==> config.mk <==
export PLATFORM = sky130hd
export DESIGN_NAME = riscv_if_parcel_queue
export DESIGN_NICKNAME = d
export VERILOG_FILES = /design/src/rtl/riscv_if_parcel_queue.sv
export SDC_FILE = /design/constraint.sdc
export NUM_CORES = 1
export LEC_CHECK = 0
export BUFFER_PORTS_ARGS = -buffer_cell sky130_fd_sc_hd__buf_4
export CORE_UTILIZATION = 40
export CTS_CLUSTER_SIZE = 24
export DETAILED_ROUTE_END_ITERATION = 10
export GPL_TIMING_DRIVEN = 0
export HOLD_SLACK_MARGIN = 0.06
export PLACE_DENSITY_LB_ADDON = 0.12
export SLEW_MARGIN = 5
export SYNTH_ARGS = -nofsm -noshare
export SYNTH_HDL_FRONTEND = slang
export SYNTH_SLANG_ARGS = --single-unit
==> constraint.sdc <==
create_clock -name clk_i -period 11.45 [get_ports clk_i]
set_clock_uncertainty 0.2 [all_clocks]
set_input_delay 0.5725 -clock clk_i [delete_from_list [all_inputs] [get_ports clk_i]]
set_output_delay 0.5725 -clock clk_i [all_outputs]
set_load 0.01 [all_outputs]
==> src/rtl/riscv_if_parcel_queue.sv <==
// Instruction-fetch parcel queue and aligner.
// Buffers fetched parcels in a circular FIFO and presents one aligned instruction
// per cycle: a single 16-bit RVC parcel or two consecutive parcels for a 32-bit
// instruction. The pair may straddle a fetch-word boundary.
//
// Handshake: an instruction moves to the consumer in a cycle where instr_valid_o
// and instr_rd_i are both high. instr_valid_o does not depend on instr_rd_i.
// Upstream may issue a fetch only while queue_rdy_o is high. Every return that can
// still be in flight is then guaranteed a slot.
module riscv_if_parcel_queue #(
   parameter int XLEN        = 32,
   parameter int PARCEL_SIZE = 16,
   parameter int HAS_RVC     = 0,
   parameter int DEPTH       = 8,
   parameter int INFLIGHT    = 2
) (
   input  logic                            clk_i,
   input  logic                            rst_ni,
   input  logic                            flush_i,
   input  logic [XLEN-1:0]                 parcel_pc_i,
   input  logic [XLEN-1:0]                 parcel_i,
   input  logic [XLEN/PARCEL_SIZE-1:0]     parcel_valid_i,
   input  logic                            parcel_error_i,
   output logic                            queue_rdy_o,
   output logic                            instr_valid_o,
   output logic [31:0]                     instr_o,
   output logic [XLEN-1:0]                 instr_pc_o,
   output logic                            instr_rvc_o,
   output logic                            instr_error_o,
   input  logic                            instr_rd_i
);

   localparam int PPW = XLEN / PARCEL_SIZE;
   localparam int AW  = $clog2(DEPTH);
   localparam int CW  = AW + 1;
   localparam int LW  = $clog2(PPW);
   localparam logic [CW-1:0] DEPTH_C = CW'(DEPTH);
   localparam logic [CW-1:0] RDY_MIN = CW'((INFLIGHT + 1) * PPW);

   // Parcel storage. Only the pointers and the count carry reset state.
   logic [XLEN-1:0]        pc_mem     [DEPTH];
   logic [PARCEL_SIZE-1:0] parcel_mem [DEPTH];
   logic [DEPTH-1:0]       err_mem;

   logic [AW-1:0] wr_ptr;
   logic [AW-1:0] rd_ptr;
   logic [CW-1:0] count;
   logic [CW-1:0] free;

   logic [CW-1:0] nwr;
   logic [CW-1:0] nwr_eff;
   logic [PPW-1:0] lane_we;
   logic [AW-1:0] lane_idx [PPW];
   logic [XLEN-1:0] lane_pc [PPW];

   logic [AW-1:0] h1_idx;
   logic          rvc;
   logic          need_one;
   logic [CW-1:0] need;
   logic [CW-1:0] nrd;

   assign free        = DEPTH_C - count;
   assign queue_rdy_o = free >= RDY_MIN;

   // Pack valid lanes in ascending order at consecutive slots. Drop lanes that do not fit.
   always_comb begin
      nwr     = '0;
      nwr_eff = '0;
      lane_we = '0;
      for (int k = 0; k < PPW; k++) begin
         lane_idx[k]        = wr_ptr + nwr_eff[AW-1:0];
         lane_pc[k]         = parcel_pc_i;
         lane_pc[k][LW:1]   = LW'(k);
         if (parcel_valid_i[k]) begin
            nwr = nwr + CW'(1);
            if (!flush_i && (nwr_eff < free)) begin
               lane_we[k] = 1'b1;
               nwr_eff    = nwr_eff + CW'(1);
            end
         end
      end
   end

   // Head decode. A head error is reported alone, so a bad fetch never waits on a second parcel.
   always_comb begin
      h1_idx        = rd_ptr + AW'(1);
      rvc           = (HAS_RVC != 0) && (parcel_mem[rd_ptr][1:0] != 2'b11);
      need_one      = rvc || err_mem[rd_ptr];
      need          = need_one ? CW'(1) : CW'(2);
      instr_valid_o = (count >= need) && !flush_i;
      instr_o       = need_one ? {{(32-PARCEL_SIZE){1'b0}}, parcel_mem[rd_ptr]}
                               : {parcel_mem[h1_idx], parcel_mem[rd_ptr]};
      instr_pc_o    = pc_mem[rd_ptr];
      instr_rvc_o   = rvc;
      instr_error_o = ((count != '0) && err_mem[rd_ptr])
                    || (!need_one && (count >= CW'(2)) && err_mem[h1_idx]);
      nrd           = (instr_valid_o && instr_rd_i) ? need : '0;
   end

   // Pointer and occupancy update. A flush discards any same-cycle read and write.
   always_ff @(posedge clk_i or negedge rst_ni) begin
      if (!rst_ni) begin
         wr_ptr <= '0;
         rd_ptr <= '0;
         count  <= '0;
      end else if (flush_i) begin
         wr_ptr <= '0;
         rd_ptr <= '0;
         count  <= '0;
      end else begin
         wr_ptr <= wr_ptr + nwr_eff[AW-1:0];
         rd_ptr <= rd_ptr + nrd[AW-1:0];
         count  <= count + nwr_eff - nrd;
      end
   end

   // Store the accepted lanes with their lane-adjusted pc and the fetch error flag.
   always_ff @(posedge clk_i) begin
      for (int k = 0; k < PPW; k++) begin
         if (lane_we[k]) begin
            pc_mem[lane_idx[k]]     <= lane_pc[k];
            parcel_mem[lane_idx[k]] <= parcel_i[k*PARCEL_SIZE +: PARCEL_SIZE];
            err_mem[lane_idx[k]]    <= parcel_error_i;
         end
      end
   end

   // Upstream must never deliver more parcels than there is free space for.
   overflow_a: assert property (@(posedge clk_i) disable iff (!rst_ni) flush_i || (nwr <= free));

endmodule

==> metrics, run 1 <==
outcome finished, final reports clean; Slowest cell on crit path nor4b_1; Int Pwr 3.53 mW; GRT overflow 0; Yosys reg bits approximately 400; CTS buffer count 46; Core ar. ~52000 µm²; Tot GR Track Use 0.237; CTS Hold Bufs 1; filler cell count 4588; Post-CTS Setup Bufs 0; CTS tree built; Routed Antenna Nets 0; WL final 63100 µm; element type at the critical path end register; CP cell instances inv_1, ha_1, inv_1, o41ai_1, a21oi_1, ha_1, ha_1, nor4b_1, o211ai_1, clkbuf_1, nand2_4, buf_12; Post-synth EDFFs 376; Post-Syn Area 21200 µm²; initial antenna violation count 2; Worst path max stage delay 1.15 ns; Die ar. 54000 µm²; Initial Util 0.404; Max-slew headroom 0.0712; ys async rst share 0.0249; first-pass GRT wire length roughly 92000 µm; sequential area share after synthesis 0.559; VDD IR-drop max 168 µV; Layout area overhead 16.5%; final worst-path cycle share 0.500; syn nets 1411; Final Hold Fails 0; n_diodes 0; top_reg_cell synth edfxtp_1; fin crit period 5.72 ns; Slew @ Worst Pin approximately 1.4 ns; Die X 232 µm; RSZ-0062 raised after global routing no; Max-Cap Viols 0; setup violators final 0; DRC Markers 0; clk root buf clkbuf_16; most used cell, CP ha_1; Crit Path Class reg -> reg; Setup crit start kind register; CP Buf/Inv Count 4; largest net degree at the start of global routing 40; Sequential Power Share 0.371; Sequential Area 11900 µm²; switching part of the total power 0.328; Placed Instances 2149; CP required 11.52 ns; layout cell share with drive strength beyond 1 0.360; Fmax 175 MHz; clk sink count 402; Hold WC Path Type in -> reg; Synth cell types 52; setup_tns 0 ns; vias in the first global route 13.9k; clock buffer depth 3; Syn Inst Count 1318; commonest cells after routing, fill and taps aside edfxtp_1 (376), a21boi_0 (244), buf_4 (136), mux4_2 (132), mux2_2 (114); fin cells 2231; GPL Wtd Cong 0.897; Switching Power around 1.7 mW; crit-path leading delay family simple AND/OR/NAND/NOR gates; routed vias 13.2k; crit path DAT 5.80 ns; Leak roughly 8.3 nW; standard-cell rows 84; Final #Nets roughly 1.6k; WL per Instance about 28 µm; clock slew at the register clock pins of the worst setup and hold paths about 0.06 ns; port bufs ~140; Die H 232 µm; Logic pwr share 0.368; vias per inst 5.91; HPWL Detailed 40600 µm; Resized cells post-CTS 0; PD cells 212 nW/µm²; Syn Area/Cell 16.1 µm²; H-tree depth 2; commonest non-fill, non-tap cell in the layout edfxtp_1; clock power share 0.260; worst-path maximum fanout 27; area of the multi-input gates just under 9000 µm²; Synth warnings 0; fin. max-slew vios 0; io pins 139; 1st-pass router iterations 5; Worst-Skew Late Latency 0.58 ns; 1st-iter DRT viols roughly 1.1k
metrics by stage:
step	util	total power [mW]	hold slack [ns]	area, µm²	worst slack (ns)
2_1_floorplan	-	3.13	0.0769	21200	6.79
3_3_place_gp	0.440	3.90	0.214	23100	4.22
3_5_place_dp	0.445	3.93	0.219	23300	5.86
4_1_cts	0.471	5.30	0.124	24700	5.84
5_1_grt	0.471	5.48	0.148	24700	5.46
6_report	0.471	5.25	0.150	24700	5.73
cell usage after synthesis, drive strengths merged, types with 2 or more instances:
library cell / instances / area share
xor2: 4 / 0.0017
a21oi: 21 / 0.0050
nor4b: 3 / 0.0015
nor2: 11 / 0.0019
buf: 45 / 0.015
nand3: 8 / 0.0019
nor4bb: 3 / 0.0014
edfxtp: 376 / 0.53
o211a: 8 / 0.0038
o311ai: 8 / 0.0033
o21ai: 2 / 0.00047
o21a: 2 / 0.00071
o211ai: 24 / 0.0087
xnor2: 4 / 0.0017
mux2: 178 / 0.11
mux4: 132 / 0.14
and4b: 2 / 0.00094
dfrtp: 10 / 0.012
or3b: 2 / 0.00083
a21boi: 249 / 0.088
ha: 18 / 0.011
and2: 8 / 0.0024
nand2b: 3 / 0.00088
dfxtp: 16 / 0.015
and4bb: 2 / 0.0012
a211o: 2 / 0.00083
clkbuf: 77 / 0.014
fa: 4 / 0.0038
o2111ai: 16 / 0.0066
a21o: 10 / 0.0035
inv: 15 / 0.0027
nor2b: 5 / 0.0015
nand2: 41 / 0.0073
path summary, 6_finish.rpt:
kind | from | end | slack (ns) | cells past startpoint
setup reg to reg | count[1] | parcel_mem[0][11] | 5.73 | 12
setup / recovery | count[1] | parcel_mem[0][11] | 5.73 | 12
hold / removal | parcel_i[28] | parcel_mem[4][12] | 0.15 | 2
min in group asynchronous | rst_ni | wr_ptr[0] | 0.17 | 2
hold reg to reg | pc_mem[1][1] | pc_mem[1][1] | 0.25 | 1
max in group asynchronous | rst_ni | rd_ptr[1] | 10.72 | 2
power by group through the flow:
stage	registers, mW	clock network, mW	logic, mW
6_report	1.95	1.37	1.93
5_1_grt	1.97	1.44	2.07
4_1_cts	1.95	1.39	1.96
3_5_place_dp	1.98	0	1.95
3_3_place_gp	1.99	0	1.91
2_1_floorplan	1.95	0	1.17
kinds of logic (layout without fill, tap and decap cells):
kind of cell,count (synthesis),count (layout),synth area share
simple gates,90,90,0.0224
compound gates,347,347,0.123
fa+ha+maj,22,22,0.0144
flops,402,402,0.559
buf+inv,137,362,0.0311
xor+xnor,8,8,0.00330
mux,311,311,0.246
other cells,1,1,0.000177
area by class of cell:
type | instances | share of cell area
flip-flops and latches | 402 | 0.480
multi-input cells | 779 | 0.354
repair buffers | 144 | 0.0494
clock buffers | 58 | 0.0484
well taps | 688 | 0.0348
plain buffers | 122 | 0.0245
clock inverters | 23 | 0.00588
inverters | 15 | 0.00228
flip-flops by register name (all words and copies together) (netlist names):
name,count
err_mem,8
count,4
parcel_mem,128
rd_ptr,3
wr_ptr,3
pc_mem,256
layer usage:
layer  GRT usage  vias to the layer above  part of all wire
met1       0.304                     6889              0.41
met4      0.0794                        4             0.027
li1            -                     5727                 -
met2       0.412                      451              0.51
met5           0                        -           0.00049
met3      0.0316                      112             0.052
worst register-to-register path: stages, from the launching register on:
cell	delay [ns]
dfrtp_1	0.46
inv_1	0.17
ha_1	0.28
inv_1	0.18
o41ai_1	0.38
a21oi_1	0.20
ha_1	0.22
ha_1	0.32
nor4b_1	1.15
o211ai_1	0.63
clkbuf_1	0.43
nand2_4	0.48
buf_12	0.28
Power figures use the tool's default switching activity.
==> run 2: changes to the inputs <==
--- a/config.mk
+++ b/config.mk
@@ -5,6 +5,7 @@
 export SDC_FILE = /design/constraint.sdc
 export NUM_CORES = 1
 export LEC_CHECK = 0
+export ABC_AREA = 1
 export BUFFER_PORTS_ARGS = -buffer_cell sky130_fd_sc_hd__buf_4
 export CORE_UTILIZATION = 40
 export CTS_CLUSTER_SIZE = 24
==> constraint.sdc (replaced) <==
create_clock -name clk_i -period 5.12 [get_ports clk_i]
set_clock_uncertainty 0.2 [all_clocks]
set_input_delay 0.256 -clock clk_i [delete_from_list [all_inputs] [get_ports clk_i]]
set_output_delay 0.256 -clock clk_i [all_outputs]
set_load 0.01 [all_outputs]
==> metrics, run 2 <==
outcome finished, final reports clean; Leak 9.81 nW (+18%); Final Hold Fails 0 (unchanged); Routed Antenna Nets 0 (unchanged); count leader, synth nand2_1; 1st-pass router iterations 6 (+1); Fmax 203 MHz (+16%); FF-to-FF path depth 17 (+5); largest net degree at the start of global routing 48 (+20%); setup violators final 0 (unchanged); GPL Wtd Cong 0.969 (+8.0%); crit-path leading delay family simple AND/OR/NAND/NOR gates; element type at the critical path end register; post-synth top area cell edfxtp_1; Layout area overhead 19.0%; GRT overflow 0 (unchanged); Routed met1 length 35300 µm (+37%); Synth warnings 0 (unchanged); Worst Hold Launch parcel_valid_i[1]; initial antenna violation count 2 (unchanged); Crit Path Class reg -> reg; CTS buffer count 47 (+2.2%); H-tree depth 2 (unchanged); Post-Syn Area 21800 µm² (+2.9%); fin. max-slew vios 0 (unchanged); R2R Path Start count[0]; first-pass GRT wire length 122000 µm (+33%); CP Buf/Inv Count 5 (+1); Die H 236 µm (+1.4%); Largest register FFs 256 (unchanged); clock slew at the register clock pins of the worst setup and hold paths 0.06 ns (about the same); Core ar. 53900 µm² (+2.8%); top_reg_cell synth edfxtp_1; Slowest cell on crit path dfrtp_1; Synth cell types 36 (-31%); worst-path maximum fanout 47 (+74%); most used cell, CP ha_1; io pins 139 (unchanged); Worst Hold Path Cells 5 (+3); commonest cells after routing, fill and taps aside nand2_1 (391), nor2_1 (391), edfxtp_1 (376), o21ai_0 (283), a21oi_1 (212); standard-cell rows 85 (+1.2%); met3 WL 8380 µm (+160%); top post-synthesis cells by area edfxtp_1 (52%), nand2_1 (6.9%), nor2_1 (6.7%), o21ai_0 (6.5%), a21oi_1 (4.9%); CTS tree built; layout cell share with drive strength beyond 1 0.148 (-0.212); fin util 0.482 (+0.0109); top cells by count, synth nand2_1 (399), nor2_1 (391), edfxtp_1 (376); ys async rst share 0.0249 (unchanged); Yosys reg bits 402 (unchanged); flop-to-flop setup slack 0.19 ns (-5.54 ns); sequential area share after synthesis 0.543 (-0.0158); total power draw 12.7 mW (+140%); worst reg2reg path endpoint parcel_mem[1][2]; fin cells 3401 (+52%); final worst-path cycle share 0.963 (+0.463); syn nets 2517 (+78%); fin crit period 4.93 ns (-0.790 ns); WL final 84400 µm (+34%); DRC Markers 0 (unchanged); Post-synth EDFFs 376 (unchanged); top-area cell type share of the netlist area 0.517 (-0.0151); met2 routed WL 37900 µm (+18%); Syn Area/Cell 9.01 µm² (-44%); routed vias 20.2k (+53%); Syn Inst Count 2424 (+84%); WL per Instance 24.8 µm (-12%); clk sink count 402 (unchanged); Slew @ Worst Pin 1.10 ns (-0.278 ns); highest routed layer met5; Worst path max stage delay 0.43 ns (-0.72 ns); crit path DAT 4.96 ns (-0.84 ns); Worst-Skew Late Latency 0.60 ns (+0.02 ns); clock buffer depth 3 (unchanged); VDD IR-drop max 309 µV (+84%); setup_tns 0 ns (unchanged); PD cells 488 nW/µm² (+130%); port bufs 102 (-24%); Placed Instances 3222 (+50%); CP required 5.15 ns (-6.37 ns); vias per inst 5.94 (+0.57%); HPWL Detailed 56900 µm (+40%); Max-slew headroom 0.269 (+0.198); CP cell instances inv_1, ha_1, nand2_1, clkinv_1, nor2_2, nand4_1, nand2_4, clkinv_1, ha_1, ha_1, xnor2_2, nand2_1, nor2_4, nand4_4, buf_6, buf_6, nand2_8; Hold Path Sink parcel_mem[7][7]; filler cell count 5152 (+12%); RSZ-0062 raised after global routing no; clk root buf clkbuf_16; Initial Util 0.405 (about the same); Die ar. 55500 µm² (+2.9%); Tot GR Track Use 0.296 (+0.0591); Die X 236 µm (+1.4%); Hold WS 0.156 ns (+0.00550 ns); 1st-iter DRT viols 2712 (+150%); Final #Nets 2761 (+72%); Hold WC Path Type in -> reg; vias in the first global route 19.2k (+38%); Setup crit start kind register; Max-Cap Viols 0 (unchanged)
[run 2: logic make-up after synthesis]
family | share of synthesized area
AND/OR/NAND/NOR | 0.187
AO/OA/AOI/OAI | 0.183
flip-flops | 0.543
buffers and inverters | 0.0708
adder cells (fa/ha/maj) | 0.0140
XOR/XNOR | 0.00155
other | 0.000172
[run 2: metrics by stage]
step / cell area [µm²] / setup slack (ns)
finish: 26000 / 0.189
detailed placement: 23500 / -0.326
global route: 26000 / 0.0118
CTS: 25900 / 0.0112
global placement: 23500 / -1.58
floorplan: 21800 / 0.519
[run 2: repair_timing]
| item | 4_1_cts | 5_1_grt |
|---|---|---|
| setup buffers | 0 | 8 |
| setup endpoints to repair | 188 | 248 |
| hold buffers | 85 | 0 |
| resized for setup | 7 | 6 |
| pin swaps | 0 | 1 |
| hold endpoints to repair | 404 | 0 |
[run 2: area by class of cell]
class | count | area [µm²] | area share
Inverter | 106 | 402 | 0.0155
Sequential cell | 402 | 11900 | 0.456
Clock inverter | 21 | 161 | 0.00621
Timing Repair Buffer | 195 | 1690 | 0.0650
Tap cell | 696 | 871 | 0.0335
Antenna cell | 1 | 2.50 | 0.0000963
Multi-Input combinational cell | 1678 | 8570 | 0.330
Clock buffer | 64 | 1280 | 0.0492
Buffer | 238 | 1150 | 0.0442
[run 2: metal layers]
| layer | global-route usage | vias to the layer above |
|---|---|---|
| li1 | - | 9036 |
| met1 | 0.414 | 9836 |
| met2 | 0.462 | 1163 |
| met3 | 0.0551 | 174 |
| met4 | 0.100 | 2 |
| met5 | 0 | - |
[run 2: how the worst max path moves through the flow]
stage,start,endpoint,depth (start not counted)
floorplan,count[0],parcel_mem[2][0],17
global placement,count[0],parcel_mem[3][13],17
detailed placement,count[0],parcel_mem[3][14],17
CTS,count[0],parcel_mem[0][4],17
global route,count[0],parcel_mem[1][2],17
finish,count[0],parcel_mem[1][2],17
[run 2: worst min-delay path: cells and delay by family]
family	cells	cell delay [ns]
buffers and inverters	2	0.34
AND/OR/NAND/NOR	3	0.25
[run 2: power breakdown]
part           switching [mW]  internal, mW  total, mW
registers               0.173          4.11       4.28
clock network            1.44          1.80       3.24
logic                    3.47          1.69       5.16
total                    5.08          7.60       12.7
